--- src/rtl/imem_pkg.sv ---
// Shared definitions for the instruction-memory controller.
//   IMEM_ADDR_W : default word-address width of the instruction memory
//   IMEM_DATA_W : default instruction word width
//   state_t     : controller FSM state encoding (IDLE / LOAD / DONE)
package imem_pkg;

    localparam int IMEM_ADDR_W = 10;
    localparam int IMEM_DATA_W = 32;

    typedef enum logic [1:0] {
        ST_IDLE = 2'd0,
        ST_LOAD = 2'd1,
        ST_DONE = 2'd2
    } state_t;

endpackage

--- src/rtl/imem_load_counter.sv ---
// Loader burst bookkeeping: write pointer PTR and remaining-word counter REM.
// Ports:
//   CLK, RST_N : clock, asynchronous active-low reset
//   i_load     : capture i_base into PTR and the clamped i_count into REM
//   i_base     : burst start address
//   i_count    : requested burst length in words
//   i_step     : one word accepted; PTR advances (wrapping), REM decrements
//   o_ptr      : current write address
//   o_last     : REM == 1, i.e. the next accepted word ends the burst
module imem_load_counter
    import imem_pkg::*;
#(
    parameter int ADDR_W = IMEM_ADDR_W
)
(
    input  logic              CLK,
    input  logic              RST_N,
    input  logic              i_load,
    input  logic [ADDR_W-1:0] i_base,
    input  logic [ADDR_W:0]   i_count,
    input  logic              i_step,
    output logic [ADDR_W-1:0] o_ptr,
    output logic              o_last
);

    // A burst can never usefully exceed the whole memory.
    localparam logic [ADDR_W:0] REM_MAX = {1'b1, {ADDR_W{1'b0}}};

    logic [ADDR_W-1:0] r_ptr;
    logic [ADDR_W:0]   r_rem;
    logic [ADDR_W:0]   w_count_clamped;

    assign w_count_clamped = (i_count > REM_MAX) ? REM_MAX : i_count;

    always_ff @(posedge CLK or negedge RST_N) begin
        if (!RST_N) begin
            r_ptr <= '0;
            r_rem <= '0;
        end else if (i_load) begin
            r_ptr <= i_base;
            r_rem <= w_count_clamped;
        end else if (i_step) begin
            // Natural overflow of the ADDR_W-bit pointer gives the wrap to 0.
            r_ptr <= r_ptr + ADDR_W'(1);
            r_rem <= r_rem - (ADDR_W+1)'(1);
        end
    end

    assign o_ptr  = r_ptr;
    assign o_last = (r_rem == (ADDR_W+1)'(1));

endmodule

--- src/rtl/imem_controller.sv ---
// Instruction-memory controller arbitrating a fetch read port and a burst
// loader onto a single memory port with combinational read data.
// Ports:
//   CLK, RST_N         : clock, asynchronous active-low reset
//   F_REQ, F_ADDR      : fetch request and word address
//   F_GNT              : fetch accepted this cycle (IDLE only)
//   F_DATA, F_VALID    : registered fetch word, valid the cycle after grant
//   L_START            : one-cycle burst start (honoured in IDLE only)
//   L_BASE, L_COUNT    : burst start address and length in words
//   L_VALID, L_DATA    : loader word handshake and payload
//   L_READY, L_BUSY    : burst in progress, words are being accepted
//   L_DONE             : one-cycle burst-complete pulse
//   MEM_WE, MEM_ADDR, MEM_DATA, MEM_Q : memory port
module imem_controller
    import imem_pkg::*;
#(
    parameter int ADDR_W = IMEM_ADDR_W,
    parameter int DATA_W = IMEM_DATA_W
)
(
    input  logic              CLK,
    input  logic              RST_N,
    input  logic              F_REQ,
    input  logic [ADDR_W-1:0] F_ADDR,
    output logic              F_GNT,
    output logic [DATA_W-1:0] F_DATA,
    output logic              F_VALID,
    input  logic              L_START,
    input  logic [ADDR_W-1:0] L_BASE,
    input  logic [ADDR_W:0]   L_COUNT,
    input  logic              L_VALID,
    input  logic [DATA_W-1:0] L_DATA,
    output logic              L_READY,
    output logic              L_BUSY,
    output logic              L_DONE,
    output logic              MEM_WE,
    output logic [ADDR_W-1:0] MEM_ADDR,
    output logic [DATA_W-1:0] MEM_DATA,
    input  logic [DATA_W-1:0] MEM_Q
);

    state_t            r_state;
    logic [DATA_W-1:0] r_fdata;
    logic              r_fvalid;

    logic              w_in_idle;
    logic              w_in_load;
    logic              w_in_done;
    logic              w_gnt;
    logic              w_count_zero;
    logic              w_load;
    logic              w_step;
    logic              w_last;
    logic [ADDR_W-1:0] w_ptr;

    assign w_in_idle    = (r_state == ST_IDLE);
    assign w_in_load    = (r_state == ST_LOAD);
    assign w_in_done    = (r_state == ST_DONE);
    assign w_gnt        = w_in_idle & F_REQ;
    assign w_count_zero = (L_COUNT == '0);
    assign w_load       = w_in_idle & L_START & ~w_count_zero;
    assign w_step       = w_in_load & L_VALID;

    imem_load_counter #(
        .ADDR_W (ADDR_W)
    ) u_cnt (
        .CLK     (CLK),
        .RST_N   (RST_N),
        .i_load  (w_load),
        .i_base  (L_BASE),
        .i_count (L_COUNT),
        .i_step  (w_step),
        .o_ptr   (w_ptr),
        .o_last  (w_last)
    );

    always_ff @(posedge CLK or negedge RST_N) begin
        if (!RST_N) begin
            r_state  <= ST_IDLE;
            r_fdata  <= '0;
            r_fvalid <= 1'b0;
        end else begin
            // Fetch data is captured only on a grant, so F_DATA holds otherwise.
            r_fvalid <= w_gnt;
            if (w_gnt) begin
                r_fdata <= MEM_Q;
            end
            case (r_state)
                ST_IDLE: begin
                    // A concurrent fetch is granted this cycle; the burst
                    // takes the port from the next cycle on.
                    if (L_START) begin
                        r_state <= w_count_zero ? ST_DONE : ST_LOAD;
                    end
                end
                ST_LOAD: begin
                    if (L_VALID && w_last) begin
                        r_state <= ST_DONE;
                    end
                end
                ST_DONE: r_state <= ST_IDLE;
                default: r_state <= ST_IDLE;
            endcase
        end
    end

    assign F_GNT    = w_gnt;
    assign F_DATA   = r_fdata;
    assign F_VALID  = r_fvalid;
    assign L_READY  = w_in_load;
    assign L_BUSY   = w_in_load;
    assign L_DONE   = w_in_done;
    assign MEM_WE   = w_step;
    assign MEM_ADDR = w_in_load ? w_ptr : F_ADDR;
    assign MEM_DATA = L_DATA;

endmodule

--- config.mk ---
export PLATFORM = sky130hd
export DESIGN_NAME = imem_controller
export DESIGN_NICKNAME = d
export VERILOG_FILES = /design/src/rtl/imem_pkg.sv /design/src/rtl/imem_load_counter.sv /design/src/rtl/imem_controller.sv
export SDC_FILE = /design/constraint.sdc
export NUM_CORES = 1
export LEC_CHECK = 0
export ABC_CLOCK_PERIOD_IN_PS = 2800
export BUFFER_PORTS_ARGS = -buffer_cell sky130_fd_sc_hd__buf_2
export CAP_MARGIN = 20
export CELL_PAD_IN_SITES_DETAIL_PLACEMENT = 1
export CELL_PAD_IN_SITES_GLOBAL_PLACEMENT = 2
export CORE_MARGIN = 4
export CORE_UTILIZATION = 26
export CTS_CLUSTER_SIZE = 14
export DETAILED_ROUTE_END_ITERATION = 8
export PLACE_DENSITY = 0.84
export SLEW_MARGIN = 25
export SYNTH_ARGS = -nofsm -noshare
export SYNTH_HDL_FRONTEND = slang
export SYNTH_HIERARCHICAL = 1
export SYNTH_SLANG_ARGS = --single-unit
--- constraint.sdc ---
create_clock -name CLK -period 2.8 [get_ports CLK]
set_clock_uncertainty 0.2 [all_clocks]
set_input_delay 0.56 -clock CLK [delete_from_list [all_inputs] [get_ports CLK]]
set_output_delay 0.56 -clock CLK [all_outputs]
set_load 0.01 [all_outputs]
==> flow_summary.json, run 1 <==
{
  "gpl.final_weighted_congestion": 0.7801,
  "yosysWarnings": 6,
  "wl_per_cell_um": 16.32,
  "power-per-cell-area_mw_per_mm2": 1000,
  "net_count_reported_at_finish": 453,
  "number_of_buffers_on_the_longest_clock_path": 2,
  "timing.final.max_slew_violations": 0,
  "final_common_cell": "sky130_fd_sc_hd__buf_2",
  "die_area_mm2": 0.01384,
  "mappedNetlistArea_mm2": 0.003125,
  "layout.area.seq_mm2": 0.001401,
  "syn-num-nets": 370,
  "most-common-layout-cells": "sky130_fd_sc_hd__buf_2, sky130_fd_sc_hd__dfrtp_1, sky130_fd_sc_hd__mux2_4, sky130_fd_sc_hd__nand2_1, sky130_fd_sc_hd__mux2_2",
  "timing.rr.start": "r_state[0]",
  "final_instance_count_without_filler_cells": 494,
  "ctsResizeCount": 0,
  "cp_cell_sequence": "nor2b_1 -> buf_4 -> mux2_2 -> buf_2",
  "global_route.overflow_total": 0,
  "insertion_delay_ns": 0.29,
  "run_status": "completed",
  "start_util_pct": 26.91,
  "clock_sinks": 56,
  "cts_htree_levels": 2,
  "p_comb_share_pct": 40.7,
  "drive_above_1_share_pct": 50.43,
  "relSlewSlack_pct": 54.92,
  "area_used_by_multi_input_combinational_logic_mm2": 0.001344,
  "critPathMaxFanout": 14,
  "initial_antenna_violation_count": 0,
  "rsz0062_at_grt": "no",
  "cts_buffer_count": 5,
  "critical-path-slowest-cell": "sky130_fd_sc_hd__dfrtp_1",
  "setup-violations-final": 0,
  "grt_first_pass_wirelength_mm": 13.41,
  "place_hpwl_mm": 6.240,
  "hold_violations": 0,
  "timing.critical_path.to_type": "output port",
  "grt_pass1_vias": 2506,
  "cts-root-buf": "sky130_fd_sc_hd__clkbuf_16",
  "yosys-mux-area-fraction_pct": 19.30,
  "synthesis.area_per_instance_um2": 11.71,
  "number_of_drc_markers_after_the_initial_detailed_route_iteration": 94,
  "worst_ir_drop_vdd_v": 0.0003233,
  "tritoncts_clock_tree": "done",
  "setup-tns-final_ns": 0,
  "dominant_combinational_cell_family_by_area_after_synthesis": "multiplexers",
  "syn-instance-count": 267,
  "row_count": 39,
  "drv.max_cap_violation_count": 0,
  "critical_path.startpoint_type": "flop",
  "worst-endpoint-required_ns": 2.04,
  "port-buffer-count": 115,
  "hold_path_class": "input port to asynchronous set/reset pin",
  "max_freq_mhz": 413.4,
  "drt-pass1-iter-count": 4,
  "report.power.total_uw": 3755,
  "post_cts_hold_buffer_count": 0,
  "period_share_pct": 86.40,
  "postCtsSetupRepairBufs": 0,
  "period_needed_ns": 2.419,
  "cp_data_arrival_time_ns": 1.66,
  "synth-simple-area-share_pct": 13.05,
  "clockPowerShare_pct": 18.9,
  "area_growth_syn_to_layout_pct": 20.14,
  "drc": 0,
  "cp-startpoint": "r_state[0]",
  "floorplan.core_area_mm2": 0.01161,
  "worst_pin_slew_ns": 0.6700,
  "totalWireLength_mm": 8.064,
  "route.antenna.remaining_nets": 0,
  "grt_usage_pct": 11.63,
  "final.fill_count": 1324,
  "vias": 2306,
  "avgViaCountPerCell": 4.668,
  "p_leak_uw": 0.001746,
  "synth_adder_area_share_pct": 1.201,
  "synth_cell_types": 48,
  "crit_path_max_incr_delay_ns": 0.38,
  "antenna-diode-count": 0,
  "dieWidth_um": 117.6,
  "synth_compound_area_share_pct": 7.406,
  "path_clk_slew_ns": 0.07,
  "placed_cell_area_mm2": 0.003587,
  "synth.ff_latch_count": 56,
  "swShare_pct": 34.36,
  "die_h_um": 117.6,
  "grt_start_max_net_pins": 33,
  "xor_xnor_cell_area_share_of_the_yosys_netlist_pct": 1.962,
  "share_seq_of_total_power_pct": 40.5,
  "design.portCount": 180,
  "place_inst": 486,
  "critPathKind": "flop to output port",
  "cellInternalPower_uw": 2465,
  "synth.yosys.seq_area_share_pct": 44.84,
  "power.net_switching_uw": 1290,
  "final_area_mm2": 0.003755
}
[state kept, by name, indices dropped and copies added (netlist names)]
name	flops
u_cnt/o_ptr	10
F_DATA	32
F_VALID	1
u_cnt/r_rem	11
r_state	2
[critical path: cells and delay by family (launching register included)]
kind,cells,cell delay (ns)
flip-flops,1,0.38
multiplexers,1,0.37
buffers and inverters,2,0.40
AND/OR/NAND/NOR,1,0.22
[cells in the mapped netlist, drive strengths merged]
cell type / number / area, µm²
a211o: 1 / 8.760
a21oi: 2 / 10.01
a221o: 1 / 10.01
a22oi: 1 / 7.510
a2bb2oi: 1 / 8.760
a311oi: 1 / 8.760
a31oi: 1 / 6.260
a32o: 1 / 10.01
and2: 2 / 15.02
and2b: 1 / 8.760
buf: 41 / 341.6
clkbuf: 5 / 18.77
dfrtp: 56 / 1401
ha: 3 / 37.54
inv: 6 / 22.52
mux2: 43 / 593.1
mux2i: 1 / 10.01
nand2: 19 / 71.32
nand2b: 1 / 6.260
nand3: 7 / 35.03
nand3b: 3 / 22.52
nand4: 6 / 37.54
nor2: 7 / 28.78
nor2b: 5 / 31.28
nor3: 2 / 10.01
nor3b: 1 / 7.510
nor4: 6 / 37.54
nor4b: 2 / 17.52
nor4bb: 1 / 10.01
o211ai: 4 / 30.03
o21ai: 9 / 45.04
o22ai: 5 / 31.28
o311a: 1 / 10.01
o31a: 3 / 26.28
o31ai: 1 / 7.510
o41a: 1 / 11.26
or3: 1 / 6.260
or3b: 2 / 17.52
or4: 6 / 45.04
xnor2: 3 / 26.28
xor2: 4 / 35.03
[power groups by stage]
stage | clock [µW] | combinational (µW) | sequential [µW]
floorplan | 0 | 944 | 1570
global placement | 0 | 1510 | 1510
detailed placement | 0 | 1540 | 1530
CTS | 740 | 1560 | 1520
global route | 779 | 1680 | 1580
finish | 709 | 1530 | 1520
[routing by layer]
metal  track usage (%)  part of all wire [%]
met1             15.01                    44
met2             19.33                    47
met3             3.412                   7.4
met4             2.564                  0.98
met5                 0                     0
[kinds of logic after synthesis]
family	Yosys count
compound gates	33
xor+xnor	7
fa+ha+maj	3
buf+inv	52
flops	56
mux	44
simple gates	72
[path summary, 6_finish.rpt]
kind,end,slack [ns],cells after the start
min in group CLK,u_cnt/o_ptr[2],0.27,3
min reg2reg,F_DATA[4],0.31,1
max,MEM_ADDR[3],0.38,4
max in group asynchronous,u_cnt/r_rem[10],1.77,2
min,F_DATA[20],0.06,1
max reg2reg,u_cnt/r_rem[9],0.57,7
[final cells by class]
type | count | share of cell area, %
inverter | 6 | 0.5998
sequential | 56 | 37.32
multi-input combinational | 159 | 35.79
clock inverter | 2 | 1.033
clock buffer | 6 | 3.432
tap | 143 | 4.765
timing repair buffer | 122 | 17.06
[per-stage QoR]
step | utilization [%] | hold slack, ns | setup slack [ns]
floorplan | - | 0.06441 | 0.3863
global placement | 30.89 | 0.2873 | 0.2463
detailed placement | 30.89 | 0.2911 | 0.2553
CTS | 32.33 | 0.07396 | 0.3587
global route | 32.33 | 0.1078 | 0.2597
finish | 32.33 | 0.05736 | 0.3808
(Power assumes the default switching activity.)
==> run 2: changes to the inputs <==
CELL_PAD_IN_SITES_DETAIL_PLACEMENT = default   (was 1)
CELL_PAD_IN_SITES_GLOBAL_PLACEMENT = default   (was 2)
CORE_UTILIZATION = 44   (was 26)
PLACE_DENSITY = 0.83   (was 0.84)
==> run 2 against run 1 <==
Against the previous run:
- non-clock buffer count up 1
- first-iteration DRC count down 46%
- combinational power about the same
- count of clock-buffer cells in the layout down 1
- maximum frequency down 0.72%
- die area down 38%
- highest routed layer unchanged
- critical path depth unchanged
- final area down 2.4%
- global-route usage up 4.8 points
- final cell count down 9.3%
==> flow_summary.json, run 2 (synthesized netlist as in run 1, its figures left out) <==
{
  "final_common_cell": "sky130_fd_sc_hd__buf_2",
  "path_clk_slew_ns": 0.10,
  "die_h_um": 92.28,
  "grt_first_pass_wirelength_mm": 11.43,
  "cts_buffer_count": 5,
  "port-buffer-count": 115,
  "antenna-diode-count": 0,
  "row_count": 30,
  "worst-endpoint-required_ns": 2.04,
  "cts-root-buf": "sky130_fd_sc_hd__clkbuf_8",
  "number_of_buffers_on_the_longest_clock_path": 2,
  "floorplan.core_area_mm2": 0.006832,
  "place_hpwl_mm": 5.285,
  "max_freq_mhz": 410.4,
  "most-common-layout-cells": "sky130_fd_sc_hd__buf_2, sky130_fd_sc_hd__dfrtp_1, sky130_fd_sc_hd__mux2_4, sky130_fd_sc_hd__nand2_1, sky130_fd_sc_hd__mux2_2",
  "met2_global_route_usage_pct": 26.16,
  "grt_start_max_net_pins": 42,
  "route.antenna.remaining_nets": 0,
  "crit_path_max_incr_delay_ns": 0.41,
  "drv.max_cap_violation_count": 0,
  "grt_usage_pct": 16.46,
  "setup-violations-final": 0,
  "drc": 0,
  "global_route.overflow_total": 0,
  "ctsResizeCount": 0,
  "power-per-cell-area_mw_per_mm2": 991.2,
  "run_status": "completed",
  "clock_sinks": 56,
  "p_leak_uw": 0.001735,
  "final.fill_count": 589,
  "drt-pass1-iter-count": 4,
  "largest_reg_flops": 32,
  "tritoncts_clock_tree": "done",
  "postCtsSetupRepairBufs": 0,
  "critical_path.startpoint_type": "flop",
  "busiest_layer": "met2",
  "post_cts_hold_buffer_count": 0,
  "net_count_reported_at_finish": 454,
  "timing.final.max_slew_violations": 0,
  "met3_global_route_usage_pct": 4.676,
  "totalWireLength_mm": 6.898,
  "period_needed_ns": 2.437,
  "wl_per_cell_um": 15.40,
  "dieWidth_um": 92.28,
  "cp_cell_sequence": "nor2b_1 -> buf_4 -> mux2_2 -> buf_2",
  "worst_pin_slew_ns": 0.6049,
  "timing.critical_path.to_type": "output port",
  "worst_ir_drop_vdd_v": 0.0004478,
  "critical-path-slowest-cell": "sky130_fd_sc_hd__dfrtp_1",
  "die_area_mm2": 0.008516,
  "cp_data_arrival_time_ns": 1.68,
  "area_growth_syn_to_layout_pct": 17.21,
  "grtUsageMet1_pct": 22.40,
  "critPathMaxFanout": 14,
  "gpl.final_weighted_congestion": 0.8567,
  "drive_above_1_share_pct": 50.85,
  "vias": 2284,
  "report.power.total_uw": 3631,
  "critPathKind": "flop to output port",
  "setup-tns-final_ns": 0,
  "start_util_pct": 45.75,
  "hold_violations": 0,
  "hold_path_class": "input port to asynchronous set/reset pin",
  "avgViaCountPerCell": 5.098,
  "design.portCount": 180,
  "initial_antenna_violation_count": 0,
  "relSlewSlack_pct": 59.30,
  "rsz0062_at_grt": "no",
  "grt_pass1_vias": 2307,
  "period_share_pct": 87.02,
  "insertion_delay_ns": 0.30,
  "cts_htree_levels": 2,
  "number_of_drc_markers_after_the_initial_detailed_route_iteration": 51
}
## run 2: cell count changes in the layout (fill, tap and decap cells not counted), sizes merged
| cell | delta |
|---|---|
| buf | +1 |
| bufinv | +1 |
| clkbuf | -1 |
## run 2: worst paths after layout
check | startpoint | endpoint | slack, ns | depth (start not counted)
setup / recovery | r_state[1] | MEM_ADDR[3] | 0.36 | 4
hold / removal | RST_N | F_DATA[15] | 0.01 | 1
setup reg to reg | r_state[1] | u_cnt/r_rem[8] | 0.50 | 6
hold reg to reg | F_DATA[14] | F_DATA[14] | 0.31 | 1
max in group asynchronous | RST_N | u_cnt/r_rem[5] | 1.85 | 2
min in group CLK | L_BASE[4] | u_cnt/o_ptr[4] | 0.26 | 3
## run 2: per-layer routing
metal  up-vias  wire length, µm
li1       1088                -
met1      1075             3064
met2       107             3116
met3        14              655
met4         0               61
met5         -                0
## run 2: worst max-delay path: cells and delay by family, from the launching register on
family | cells | cell delay, ns
flip-flops | 1 | 0.41
buffers and inverters | 2 | 0.40
multiplexers | 1 | 0.36
AND/OR/NAND/NOR | 1 | 0.21
## run 2: cell type report
class / instances / area, µm² / area share [%]
Sequential cell: 56 / 1401 / 38.25
Multi-Input combinational cell: 159 / 1344 / 36.68
Timing Repair Buffer: 123 / 638.1 / 17.42
Tap cell: 96 / 120.1 / 3.279
Clock buffer: 5 / 68.82 / 1.878
Clock inverter: 3 / 68.82 / 1.878
Inverter: 6 / 22.52 / 0.6148
## run 2: power breakdown
group          leakage [µW]  switching (µW)  internal, µW
combinational       0.00100             666           842
sequential         0.000665             308          1190
clock             0.0000687             263           360
total               0.00173            1240          2390
## run 2: stage by stage
stage	setup WS [ns]	hold WS (ns)	utilization (%)	area, µm²	instances
2_1_floorplan	0.3863	0.06441	-	3126	267
3_3_place_gp	0.2945	0.2875	51.58	3523	440
3_5_place_dp	0.2906	0.2864	51.58	3523	440
4_1_cts	0.3668	0.1926	53.59	3661	448
5_1_grt	0.2675	0.05741	53.63	3664	448
6_report	0.3633	0.01202	53.63	3664	448
